<file path="config.mk">
export PLATFORM = sky130hd
export DESIGN_NAME = lcd_frame_scheduler_flat
export DESIGN_NICKNAME = d
export VERILOG_FILES = /design/src/rtl/lcd_frame_scheduler_if.sv /design/src/rtl/lcd_frame_scheduler.sv /design/src/flat_wrapper.sv
export SDC_FILE = /design/constraint.sdc
export NUM_CORES = 1
export LEC_CHECK = 0
export CELL_PAD_IN_SITES_DETAIL_PLACEMENT = 2
export CELL_PAD_IN_SITES_GLOBAL_PLACEMENT = 2
export CORE_ASPECT_RATIO = 0.7
export CORE_MARGIN = 4
export CORE_UTILIZATION = 39
export CTS_CLUSTER_DIAMETER = 80
export DETAILED_ROUTE_END_ITERATION = 10
export HOLD_SLACK_MARGIN = 0.03
export PLACE_DENSITY = 0.81
export SLEW_MARGIN = 20
export SYNTH_ARGS = -nofsm -noshare
export SYNTH_HDL_FRONTEND = slang
export SYNTH_SLANG_ARGS = --single-unit
</file>
<file path="constraint.sdc">
create_clock -name clk -period 21.9 [get_ports clk]
set_input_delay 2.19 -clock clk [delete_from_list [all_inputs] [get_ports clk]]
set_output_delay 2.19 -clock clk [all_outputs]
set_load 0.05 [all_outputs]
</file>
<file path="src/rtl/lcd_frame_scheduler_if.sv">
// ----------------------------------------------------------------------------
// lcd_frame_scheduler_if
//   Bundles the character-write request bus between the application
//   requesters and the LCD frame scheduler.
//
//   Handshake: each requester raises wr_req[i] and holds wr_addr[i] and
//   wr_char[i] stable. The write is taken on the rising clk edge where
//   wr_req[i] && wr_gnt[i]. The requester may change its request only
//   after it has seen that grant. wr_gnt is combinational, one-hot or zero.
//   clear_req is a single-cycle command. It is never stalled, and it
//   suppresses all grants in the cycle where it is high.
//
//   Signals
//     wr_req    [NREQ]      per-requester write request (level)
//     wr_addr   [NREQ][5]   per-requester character position 0..31
//     wr_char   [NREQ][8]   per-requester ASCII code
//     wr_gnt    [NREQ]      one-hot grant from the scheduler
//     clear_req [1]         fill the shadow frame with spaces
//
//   Modports
//     master : application side (drives requests, sees grants)
//     slave  : scheduler side
// ----------------------------------------------------------------------------
interface lcd_frame_scheduler_if #(
    parameter int NREQ = 2
);
    logic [NREQ-1:0]       wr_req;
    logic [NREQ-1:0][4:0]  wr_addr;
    logic [NREQ-1:0][7:0]  wr_char;
    logic [NREQ-1:0]       wr_gnt;
    logic                  clear_req;

    modport master (
        output wr_req,
        output wr_addr,
        output wr_char,
        output clear_req,
        input  wr_gnt
    );

    modport slave (
        input  wr_req,
        input  wr_addr,
        input  wr_char,
        input  clear_req,
        output wr_gnt
    );
endinterface

</file>
<file path="src/rtl/lcd_frame_scheduler.sv">
// ----------------------------------------------------------------------------
// lcd_frame_scheduler
//   Owns the 32-character text frame for a 16x2 character LCD.
//
//   Operation
//     Single-character writes from NREQ requesters are round-robin
//     arbitrated into a shadow frame. When the shadow frame is dirty, the
//     refresh period has elapsed and the LCD driver is idle, the shadow
//     frame is copied to the display frame in one cycle. UpdateLCD then
//     pulses for one cycle. Commits are rate-limited to one per
//     REFRESH_CYCLES clocks.
//
//   Parameters
//     NREQ            number of write requesters (1..8)
//     REFRESH_CYCLES  minimum clocks between commits (>= 4)
//
//   Ports
//     clk          in   master clock
//     reset        in   asynchronous, active-high reset
//     req_if       --   write request bus (slave modport), see interface
//     LCDBusy      in   LCD driver busy; commits are held off while high
//     ASCII        out  display frame [0:31] of 8-bit ASCII codes
//     UpdateLCD    out  registered 1-cycle pulse: ASCII is new and stable
//     Pending      out  shadow frame differs from the last commit
//     dbg_state_o  out  current FSM state (S_IDLE/S_COMMIT/S_PULSE/S_HOLD)
// ----------------------------------------------------------------------------
module lcd_frame_scheduler #(
    parameter int NREQ           = 2,
    parameter int REFRESH_CYCLES = 2500000
) (
    input  logic                        clk,
    input  logic                        reset,
    lcd_frame_scheduler_if.slave        req_if,
    input  logic                        LCDBusy,
    output logic [7:0]                  ASCII [0:31],
    output logic                        UpdateLCD,
    output logic                        Pending,
    output logic [1:0]                  dbg_state_o
);

    localparam int IDXW = (NREQ > 1) ? $clog2(NREQ) : 1;
    localparam int CW   = $clog2(REFRESH_CYCLES);
    localparam logic [CW-1:0] CNT_MAX = CW'(REFRESH_CYCLES - 1);
    localparam logic [7:0]    SPACE   = 8'h20;

    localparam logic [1:0] S_IDLE   = 2'd0;
    localparam logic [1:0] S_COMMIT = 2'd1;
    localparam logic [1:0] S_PULSE  = 2'd2;
    localparam logic [1:0] S_HOLD   = 2'd3;

    // ------------------------------------------------------------------
    // State
    // ------------------------------------------------------------------
    logic [7:0]      shadow_q  [0:31];
    logic [7:0]      display_q [0:31];
    logic            dirty_q,  dirty_d;
    logic [IDXW-1:0] rr_q,     rr_d;
    logic [CW-1:0]   cnt_q,    cnt_d;
    logic [1:0]      state_q,  state_d;
    logic            update_q, update_d;

    logic            period_done;
    logic            found;
    logic            wr_en;
    logic [IDXW-1:0] gnt_idx;
    logic [IDXW-1:0] cand;
    logic [4:0]      wr_addr_sel;
    logic [7:0]      wr_char_sel;

    // Computes (base + off) mod NREQ. Here off < NREQ, so one subtraction
    // is enough.
    function automatic logic [IDXW-1:0] wrap_add(input logic [IDXW-1:0] base, input int off);
        int s;
        s = int'(base) + off;
        if (s >= NREQ) s = s - NREQ;
        return IDXW'(s);
    endfunction

    // ------------------------------------------------------------------
    // Round-robin arbiter: first asserted request at or after rr_q.
    // ------------------------------------------------------------------
    always_comb begin
        found   = 1'b0;
        gnt_idx = '0;
        cand    = '0;
        for (int i = 0; i < NREQ; i++) begin
            cand = wrap_add(rr_q, i);
            if (!found && req_if.wr_req[cand]) begin
                found   = 1'b1;
                gnt_idx = cand;
            end
        end
    end

    // clear_req outranks every requester and blocks the grant for one cycle.
    assign wr_en       = found && !req_if.clear_req;
    assign wr_addr_sel = req_if.wr_addr[gnt_idx];
    assign wr_char_sel = req_if.wr_char[gnt_idx];

    always_comb begin
        req_if.wr_gnt = '0;
        if (wr_en && !reset) begin
            req_if.wr_gnt = NREQ'(1'b1) << gnt_idx;
        end
    end

    assign rr_d = wr_en ? wrap_add(gnt_idx, 1) : rr_q;

    // ------------------------------------------------------------------
    // Refresh period counter and dirty flag
    // ------------------------------------------------------------------
    assign period_done = (cnt_q == CNT_MAX);

    always_comb begin
        cnt_d = cnt_q;
        if (state_q == S_COMMIT) begin
            cnt_d = '0;
        end else if (!period_done) begin
            cnt_d = cnt_q + 1'b1;
        end
    end

    // A write or clear that lands on the commit edge is not in the
    // snapshot. It must keep the frame dirty.
    always_comb begin
        dirty_d = dirty_q;
        if (req_if.clear_req || wr_en) begin
            dirty_d = 1'b1;
        end else if (state_q == S_COMMIT) begin
            dirty_d = 1'b0;
        end
    end

    // ------------------------------------------------------------------
    // Commit FSM
    // ------------------------------------------------------------------
    always_comb begin
        state_d = state_q;
        case (state_q)
            S_IDLE:   if (dirty_q && period_done && !LCDBusy) state_d = S_COMMIT;
            S_COMMIT: state_d = S_PULSE;
            S_PULSE:  state_d = S_HOLD;
            S_HOLD:   if (period_done) state_d = S_IDLE;
            default:  state_d = S_IDLE;
        endcase
    end

    // UpdateLCD is high for exactly the cycle spent in S_PULSE.
    assign update_d = (state_q == S_COMMIT);

    always_ff @(posedge clk or posedge reset) begin
        if (reset) begin
            for (int i = 0; i < 32; i++) begin
                shadow_q[i]  <= SPACE;
                display_q[i] <= SPACE;
            end
            dirty_q  <= 1'b1;
            rr_q     <= '0;
            cnt_q    <= CNT_MAX;
            state_q  <= S_IDLE;
            update_q <= 1'b0;
        end else begin
            if (req_if.clear_req) begin
                for (int i = 0; i < 32; i++) begin
                    shadow_q[i] <= SPACE;
                end
            end else if (wr_en) begin
                shadow_q[wr_addr_sel] <= wr_char_sel;
            end
            // Snapshot is the pre-edge shadow; a write on this edge waits.
            if (state_q == S_COMMIT) begin
                for (int i = 0; i < 32; i++) begin
                    display_q[i] <= shadow_q[i];
                end
            end
            dirty_q  <= dirty_d;
            rr_q     <= rr_d;
            cnt_q    <= cnt_d;
            state_q  <= state_d;
            update_q <= update_d;
        end
    end

    // ------------------------------------------------------------------
    // Outputs
    // ------------------------------------------------------------------
    assign ASCII       = display_q;
    assign UpdateLCD   = update_q;
    assign Pending     = dirty_q;
    assign dbg_state_o = state_q;

endmodule

</file>
<file path="src/flat_wrapper.sv">
// flat-port wrapper written by rule: the top's interface ports become plain ports
module lcd_frame_scheduler_flat 
#(
    parameter int NREQ           = 2,
    parameter int REFRESH_CYCLES = 2500000
)
  (clk, reset, LCDBusy, ASCII, UpdateLCD, Pending, dbg_state_o, req_if_wr_req, req_if_wr_addr, req_if_wr_char, req_if_clear_req, req_if_wr_gnt);
  lcd_frame_scheduler_if #(.NREQ(NREQ)) req_if_i ();
  input  logic clk;
  input  logic reset;
  input  logic LCDBusy;
  output logic [7:0] ASCII[0:31];
  output logic UpdateLCD;
  output logic Pending;
  output logic [1:0] dbg_state_o;
  input wire logic [$bits(req_if_i.wr_req)-1:0] req_if_wr_req;
  input wire logic [$bits(req_if_i.wr_addr)-1:0] req_if_wr_addr;
  input wire logic [$bits(req_if_i.wr_char)-1:0] req_if_wr_char;
  input wire logic [$bits(req_if_i.clear_req)-1:0] req_if_clear_req;
  output wire logic [$bits(req_if_i.wr_gnt)-1:0] req_if_wr_gnt;
  assign req_if_i.wr_req = req_if_wr_req;
  assign req_if_i.wr_addr = req_if_wr_addr;
  assign req_if_i.wr_char = req_if_wr_char;
  assign req_if_i.clear_req = req_if_clear_req;
  assign req_if_wr_gnt = req_if_i.wr_gnt;
  lcd_frame_scheduler #(.NREQ(NREQ), .REFRESH_CYCLES(REFRESH_CYCLES)) u_core (.clk(clk), .reset(reset), .req_if(req_if_i), .LCDBusy(LCDBusy), .ASCII(ASCII), .UpdateLCD(UpdateLCD), .Pending(Pending), .dbg_state_o(dbg_state_o));
endmodule
</file>
==> impl_metrics.toml, run 1 <==
[die]
fp.dieW_um = 296
ios = 294
start_util = 0.397
die_h_um = 210
core_area_sq_um = 57100
dieArea_sq_um = 62100
std_cell_rows = 73

[cts]
cts_tree = "built"
clock_latency_ps = 590
clock_path_buffers = 3
cts_setup_buffers = 0
root_buffer = "clkbuf_16"
hold_buffers = 0
cts.sinks = 539
clk_pin_slew_worst_paths_ps = 70
cts_buffers = 54
ctsResizeCount = 0
htree_num_levels = 2

[route]
postRouteAntennaNets = 0
viasPerCell = 5.18
remaining_drc_errors = 0
vias = 13800
drt-total-wl_um = 69900
wl_per_cell_um = 26.2
dr.pass1.iters = 4
drtIter0Drc = 623

[cells_and_area]
stdcell_count = 2671
final_cell_mix = "462 x dfrtp_1, 292 x clkdlybuf4s50_1, 259 x mux2i_1"
layout_commonest_cell = "dfrtp_1"
fill_cells = 5286
drive_gt1_frac = 0.252
final_nets = 1913
syn_to_final_growth_pct = 23.9
fin_util = 0.492

[worst_setup_path]
worstSetupPathType = "input port to output port"
worstReg2RegStart = "u_core.dbg_state_o[1]"
path_cells = "clkdlybuf4s50_1 > nand2b_1 > nand2_4 > nor3_1 > clkdlybuf4s50_1"
cp_slowest_cell = "clkdlybuf4s50_1"
required_ps = 19710
start_kind = "input port"
critPathCaptureType = "output port"
arrival_ps = 4340
cp_common_cell = "clkdlybuf4s50_1"
startpoint = "req_if_wr_req[0]"
path_max_fanout = 15
cp_slowest_stage_delay_ps = 840

[power_and_ir_drop]
seqPwrFrac = 0.481
p_switching_uw = 516
power.density_nw_per_um2 = 75.7
netSwitchingFraction = 0.243
power_frac_comb = 0.072
internal_power_mw = 1.61
max-vdd-ir-drop_mv = 0.0637
leakage_nw = 13.0
clkPwrFrac = 0.447

[logic_synthesis]
yosysTopAreaCell = "dfrtp_1"
synth.distinct_cells = 55
synthArstFlopShare = 1.00
synth_mux_area_frac = 0.245
synth_edf_count = 0
synthesis.nets = 1651
netlist_instances = 1613
synthTopCellsByArea = "dfrtp_1 51%, mux2_2 13%, mux2i_1 11%"
synth_compound_area_frac = 0.0127
synthSimpleGateAreaFrac = 0.108
synth-xor-area-share = 0.00812
ys_seq_area_frac = 0.600
synth_area_per_cell_sq_um = 14.0
syn_area_sq_um = 22700
synth_ff_type = "dfrtp_1"
synthAdderAreaFrac = 0.00331
synth_top_family_by_area = "multiplexers"
yosys_warnings = 0
yosysTopAreaCellShare = 0.510
ys_ff_latch = 539

[place]
place.gp.congestion = 0.769
port_buffers = 293
placed_cells_incl_taps = 2568
hpwl_um = 44300
dp_slack_ps = 15400

[hold_path]
min_from = "u_core.shadow_q[15]"
hold_path.class = "register to register"

[global_route]
antenna_found_initial = 5
grt_pass1_vias = 16100
grt_usage = 0.226
overflow = 0
grt_max_degree = 157
grt_pass1_wl_um = 107000

[sta]
finalCriticalPeriod_ps = 6530
worstMarginPinSlew_ps = 993
setup_slack_ps = 15370
rsz0062_at_grt = "false"
post-route-period-util = 0.298
setup_viol = 0
hold_viol_final = 0
maxSlewHeadroom = 0.338
slew_viol_final = 0
finClkSkew_ps = 13.3
clock.fmax_mhz = 153
finalSetupTns_ps = 0

[run]
max_cap_violations = 0

[status]
status = "completed"
power by group through the flow:
stage | Combinational [mW] | Sequential [mW] | Clock, mW
after floorplan | 0.0776 | 1.06 | 0
after global placement | 0.151 | 1.04 | 0
after detailed placement | 0.155 | 1.04 | 0
after CTS | 0.156 | 1.02 | 0.976
after global routing | 0.165 | 1.02 | 1.03
final | 0.154 | 1.02 | 0.949
kinds of logic after synthesis:
group,after synthesis
simple gates,388
mux,521
buf+inv,110
flops,539
compound gates,28
xor+xnor,21
fa+ha+maj,6
area by class of cell:
class,count,area [sq um],share of cell area
sequential,539,13600,0.484
multi-input combinational,964,8610,0.307
timing repair buffer,311,3110,0.111
clock buffer,92,1710,0.0608
tap,750,938,0.0334
clock inverter,9,95.1,0.00339
inverter,5,26.3,0.000936
antenna,1,2.50,0.0000891
metrics by stage:
step | power (mW) | hold WS, ps | instance area [sq um]
final | 2.12 | 505 | 28100
after global routing | 2.21 | 512 | 28100
after CTS | 2.15 | 507 | 28000
after detailed placement | 1.19 | 493 | 26200
after global placement | 1.19 | 490 | 26200
after floorplan | 1.13 | 481 | 22700
final timing paths:
check	endpoint	slack, ps	cells past startpoint
min	u_core.ASCII[15]	500	1
max in group asynchronous	u_core.shadow_q[223]	16740	5
max reg2reg	u_core.ASCII[195]	18220	5
min in group asynchronous	u_core.ASCII[142]	2230	2
min reg2reg	u_core.ASCII[15]	500	1
max	req_if_wr_gnt[1]	15370	5
synthesized netlist by cell type (2+ instances only):
cell and instances:
and3_1 14, xnor2_1 2, a21o_1 7, buf_4 6, nand3_4 14, nand3b_1 2
mux2_4 2, o2111ai_1 2, dfstp_2 77, o21ai_0 5, nor2_1 60, nor4b_1 2
ha_1 6, xor2_1 19, inv_1 5, o21ai_4 2, nor4_1 2, mux2_2 257
or3_1 2, mux2i_2 2, clkbuf_1 81, nor3b_1 3, nor3_4 5, mux2i_1 259
and4bb_1 2, and4_1 2, nand2b_1 227, nand4_1 4, buf_1 2, nor3_1 5
nand2_1 27, dfrtp_1 462, nand3_1 9, buf_6 9, nand4b_1 2, buf_2 7
flip-flops by register name, summed over array words and instances (netlist names):
register	count
u_core.ASCII	256
u_core.shadow_q	256
u_core.cnt_q	22
u_core.dbg_state_o	2
u_core.Pending	1
u_core.UpdateLCD	1
u_core.rr_q	1
worst max-delay path: cells and delay by family:
family,cells,cell delay (ps)
buf+inv,2,1340
simple gates,3,810
routing by layer:
layer | wire length [um] | part of all wire | GRT usage
met5 | 13 | 0.00019 | 0
met1 | 32300 | 0.46 | 0.320
met4 | 760 | 0.011 | 0.0377
met3 | 2810 | 0.040 | 0.0394
met2 | 34100 | 0.49 | 0.374
Note: power is estimated with default switching activity, not from simulation.
==> run 2: changes to the inputs <==
--- a/config.mk
+++ b/config.mk
@@ -9,11 +9,11 @@
 export CELL_PAD_IN_SITES_GLOBAL_PLACEMENT = 2
 export CORE_ASPECT_RATIO = 0.7
 export CORE_MARGIN = 4
-export CORE_UTILIZATION = 39
+export CORE_UTILIZATION = 35
 export CTS_CLUSTER_DIAMETER = 80
 export DETAILED_ROUTE_END_ITERATION = 10
 export HOLD_SLACK_MARGIN = 0.03
-export PLACE_DENSITY = 0.81
+export PLACE_DENSITY = 0.77
 export SLEW_MARGIN = 20
 export SYNTH_ARGS = -nofsm -noshare
 export SYNTH_HDL_FRONTEND = slang
==> constraint.sdc (replaced) <==
create_clock -name clk -period 5.95 [get_ports clk]
set_input_delay 0.595 -clock clk [delete_from_list [all_inputs] [get_ports clk]]
set_output_delay 0.595 -clock clk [all_outputs]
set_load 0.05 [all_outputs]
==> run 2 against run 1 <==
- critical path depth did not move
- count of clock-buffer cells in the layout fell by 7
- global-route usage down 2.7 points
- sequential share of layout area shrank 0.32 points
- register-to-register slack lost 15000 ps
- clock power grew to 3.8 times the previous value
- design area up 0.67%
- sequential power rose to 3.7 times the previous value
- core utilization decreased by 4.7 points
- routed wire length decreased by 0.86%
- critical path type unchanged
==> impl_metrics.toml, run 2 (synthesis gave the netlist of run 1 again) <==
[status]
status = "completed"

[cts]
clock_latency_ps = 610
cts_tree = "built"
cts_buffers = 55
cts.sinks = 539
clock_path_buffers = 3
hold_buffers = 0
cts_setup_buffers = 0
htree_num_levels = 2
root_buffer = "clkbuf_16"
ctsResizeCount = 0
clk_pin_slew_worst_paths_ps = 70

[sta]
post-route-period-util = 0.597
setup_slack_ps = 2400
finalCriticalPeriod_ps = 3550
hold_viol_final = 0
finClkSkew_ps = 22.4
hold_slack_ps = 449
clock.fmax_mhz = 282
maxSlewHeadroom = 0.282
rsz0062_at_grt = "false"
slew_viol_final = 0
setup_viol = 0
worstMarginPinSlew_ps = 1080

[power_and_ir_drop]
power_frac_comb = 0.072
netSwitchingFraction = 0.246
internal_power_mw = 5.95
leakage_nw = 13.1
seqPwrFrac = 0.477
clkPwrFrac = 0.451
power.density_nw_per_um2 = 279
p_switching_mw = 1.94
max-vdd-ir-drop_mv = 0.166

[global_route]
overflow = 0
grt_pass1_vias = 16000
grt_pass1_wl_um = 106000
grt_usage = 0.199
grt_max_degree = 164
antenna_found_initial = 7

[worst_setup_path]
startpoint = "req_if_wr_req[0]"
critPathCaptureType = "output port"
start_kind = "input port"
cp_slowest_cell = "clkdlybuf4s50_1"
path_max_fanout = 15
cp_top_family = "buffers and inverters"
cp_slowest_stage_delay_ps = 890
arrival_ps = 2960
worstSetupPathType = "input port to output port"
path_cells = "clkdlybuf4s50_1 > nand2b_1 > nand2_4 > nor3_1 > clkdlybuf4s50_1"
required_ps = 5360
cp_common_cell = "clkdlybuf4s50_1"
worstReg2RegStart = "u_core.rr_q"
worst-path-buf-inv = 2

[place]
dp_slack_ps = 2000
port_buffers = 293
place.gp.congestion = 0.736
placed_cells_incl_taps = 2649
hpwl_um = 44600

[route]
postRouteAntennaNets = 0
dr.pass1.iters = 4
viasPerCell = 5.01
drtIter0Drc = 640
remaining_drc_errors = 0
drt-total-wl_um = 69300
wl_per_cell_um = 25.1
vias = 13800

[die]
die_h_um = 221
ios = 294
core_area_sq_um = 63600
std_cell_rows = 77
start_util = 0.356
dieArea_sq_um = 68900
fp.dieW_um = 312

[hold_path]
hold_path.class = "input port to asynchronous set/reset pin"

[cells_and_area]
multi_input_comb_area_sq_um = 8610
stdcell_count = 2756
drive_gt1_frac = 0.255
fill_cells = 6094
final_cell_mix = "462 x dfrtp_1, 292 x clkdlybuf4s50_1, 259 x mux2i_1"
layout_commonest_cell = "dfrtp_1"
syn_to_final_growth_pct = 24.8
final_nets = 1916
regArea_sq_um = 13600

[run]
max_cap_violations = 0
==> run 2: worst paths after layout <==
path	to	slack, ps	cells after the start
min in group clk	u_core.ASCII[186]	510	1
max in group asynchronous	u_core.shadow_q[220]	3930	4
hold / removal	u_core.rr_q	450	2
hold reg to reg	u_core.ASCII[186]	510	1
setup reg to reg	u_core.shadow_q[66]	3000	5
setup / recovery	req_if_wr_gnt[1]	2400	5
==> run 2: stage by stage <==
step                setup TNS [ps]  instance area [sq um]   util  power [mW]
floorplan                  -883400                  22700      -        4.18
global placement                 0                  26400  0.415        4.39
detailed placement               0                  26400  0.415        4.40
CTS                              0                  28200  0.444        8.02
global route                     0                  28300  0.444        8.23
finish                           0                  28300  0.445        7.89
==> run 2: power by group through the flow <==
stage	logic (mW)	registers, mW	clock network, mW
5_1_grt	0.608	3.76	3.86
3_3_place_gp	0.565	3.82	0
3_5_place_dp	0.579	3.83	0
2_1_floorplan	0.286	3.89	0
6_report	0.568	3.76	3.56
4_1_cts	0.581	3.76	3.67
==> run 2: per-layer routing <==
metal,track usage,vias to the layer above,wire length (um)
met4,0.0320,6,873
met2,0.329,251,33100
met5,0,-,36
li1,-,6056,-
met1,0.276,7427,31600
met3,0.0417,73,3700
==> run 2: cell type report <==
type / instances / share of cell area
Tap cell: 829 / 0.0367
Antenna cell: 3 / 0.000266
Multi-Input combinational cell: 964 / 0.305
Clock buffer: 85 / 0.0573
Clock inverter: 18 / 0.00872
Sequential cell: 539 / 0.481
Timing Repair Buffer: 313 / 0.111
Inverter: 5 / 0.000797
==> run 3: changes to the inputs <==
--- a/config.mk
+++ b/config.mk
@@ -9,11 +9,11 @@
 export CELL_PAD_IN_SITES_GLOBAL_PLACEMENT = 2
 export CORE_ASPECT_RATIO = 0.7
 export CORE_MARGIN = 4
-export CORE_UTILIZATION = 35
+export CORE_UTILIZATION = 39
 export CTS_CLUSTER_DIAMETER = 80
 export DETAILED_ROUTE_END_ITERATION = 10
 export HOLD_SLACK_MARGIN = 0.03
-export PLACE_DENSITY = 0.77
+export PLACE_DENSITY = 0.81
 export SLEW_MARGIN = 20
 export SYNTH_ARGS = -nofsm -noshare
 export SYNTH_HDL_FRONTEND = slang
==> constraint.sdc (replaced) <==
create_clock -name clk -period 3.6 [get_ports clk]
set_input_delay 0.36 -clock clk [delete_from_list [all_inputs] [get_ports clk]]
set_output_delay 0.36 -clock clk [all_outputs]
set_load 0.05 [all_outputs]
==> run 3 against run 2 <==
- first-iteration DRC count up 2.3%
- sequential cell count unchanged
- sequential power up 65%
- critical path depth down 2
- clock power up 58%
- worst setup slack worse by 1600 ps
- design area up 0.14%
- cell count down 2.2%
- sequential share of layout area down 0.068 points
- largest power group unchanged
==> impl_metrics.toml, run 3 (synthesis gave the netlist of run 1 again) <==
[cells_and_area]
final_nets = 1937
final_cell_mix = "462 x dfrtp_1, 291 x clkdlybuf4s50_1, 259 x mux2i_1"
fin_util = 0.496
fill_cells = 5308
design_area_sq_um = 28300
multi_input_comb_area_sq_um = 8600
layout_commonest_cell = "dfrtp_1"
stdcell_count = 2696
syn_to_final_growth_pct = 24.9
regArea_sq_um = 13600
drive_gt1_frac = 0.265

[power_and_ir_drop]
power.density_nw_per_um2 = 451
finalPower_mw = 12.8
leakage_nw = 13.2
max-vdd-ir-drop_mv = 0.285

[sta]
setup_viol = 0
maxSlewHeadroom = 0.288
hold_slack_ps = 180
rsz0062_at_grt = "false"
finalCriticalPeriod_ps = 2830
finClkSkew_ps = 24.4
setup_slack_ps = 765
slew_viol_final = 0
worstMarginPinSlew_ps = 1070
finalSetupTns_ps = 0
post-route-period-util = 0.787
hold_viol_final = 0
clock.fmax_mhz = 353

[die]
die_h_um = 210
start_util = 0.397
std_cell_rows = 73
dieArea_sq_um = 62100
fp.dieW_um = 296
ios = 294
core_area_sq_um = 57100

[cts]
cts.sinks = 539
cts_buffers = 53
clk_pin_slew_worst_paths_ps = 70
root_buffer = "clkbuf_16"
cts_setup_buffers = 0
clock_path_buffers = 3
hold_buffers = 0
clock_latency_ps = 600
ctsResizeCount = 0
htree_num_levels = 2
cts_tree = "built"

[worst_setup_path]
arrival_ps = 2470
worstSetupPathType = "register to output port"
ff2ff_setup_slack_ps = 1020
required_ps = 3240
startpoint = "u_core.rr_q"
path_max_fanout = 5
critPathCaptureType = "output port"
start_kind = "register"
cp_slowest_cell = "clkdlybuf4s50_1"
ff2ff_path_depth = 5
worstReg2RegStart = "u_core.rr_q"
path_cells = "a21bo_2 > nor3_1 > clkdlybuf4s50_1"
r2r-end = "u_core.shadow_q[208]"
cp_slowest_stage_delay_ps = 970
crit_end = "req_if_wr_gnt[0]"

[route]
dr.pass1.iters = 5
viasPerCell = 5.15
wl_per_cell_um = 25.2
drtIter0Drc = 655
vias = 13900
remaining_drc_errors = 0
postRouteAntennaNets = 0
drt-total-wl_um = 68000

[place]
place_area_sq_um = 26500
placed_cells_incl_taps = 2594
hpwl_um = 44700
dp_slack_ps = 607
place.gp.congestion = 0.775
port_buffers = 293

[global_route]
grt_pass1_vias = 16100
overflow = 0
grt_max_degree = 175
antenna_found_initial = 12
grt_usage = 0.220
grt_pass1_wl_um = 104000

[run]
max_cap_violations = 0

[status]
status = "completed"

[hold_path]
hold_path.class = "input port to asynchronous set/reset pin"
[run 3: report_power, final]
part / switching, mW / internal [mW] / leakage [nW]
Combinational: 0.643 / 0.288 / 5.07
Sequential: 0.0527 / 6.16 / 7.24
Clock: 2.42 / 3.21 / 0.875
Total: 3.11 / 9.66 / 13.2
[run 3: how the worst min path moves through the flow]
stage,to,slack (ps),cells past startpoint,startpoint
5_1_grt,u_core.shadow_q[255],170,2,reset
2_1_floorplan,u_core.Pending,480,2,req_if_wr_req[0]
3_3_place_gp,u_core.ASCII[91],490,1,u_core.shadow_q[91]
4_1_cts,u_core.shadow_q[255],150,2,reset
3_5_place_dp,u_core.ASCII[1],490,1,u_core.shadow_q[1]
6_report,u_core.shadow_q[255],180,2,reset
[run 3: routing by layer]
layer  vias to the layer above  global-route usage  part of all wire
met5                         -                   0            0.0017
met4                        18              0.0394             0.015
met3                        79              0.0533             0.055
met2                       248               0.360              0.47
met1                      7440               0.302              0.46
li1                       6091                   -                 -
[run 3: area by class of cell]
cell class	count	area share
multi-input combinational	964	0.304
timing repair buffer	336	0.120
antenna	3	0.000265
clock buffer	82	0.0568
sequential	539	0.480
tap	750	0.0332
clock inverter	17	0.00539
inverter	5	0.000796
[run 3: worst max-delay path, delay by kind of cell, from the launching register on]
kind | cells | cell delay, ps
AO/OA/AOI/OAI | 1 | 260
buffers and inverters | 1 | 970
flip-flops | 1 | 420
AND/OR/NAND/NOR | 1 | 220
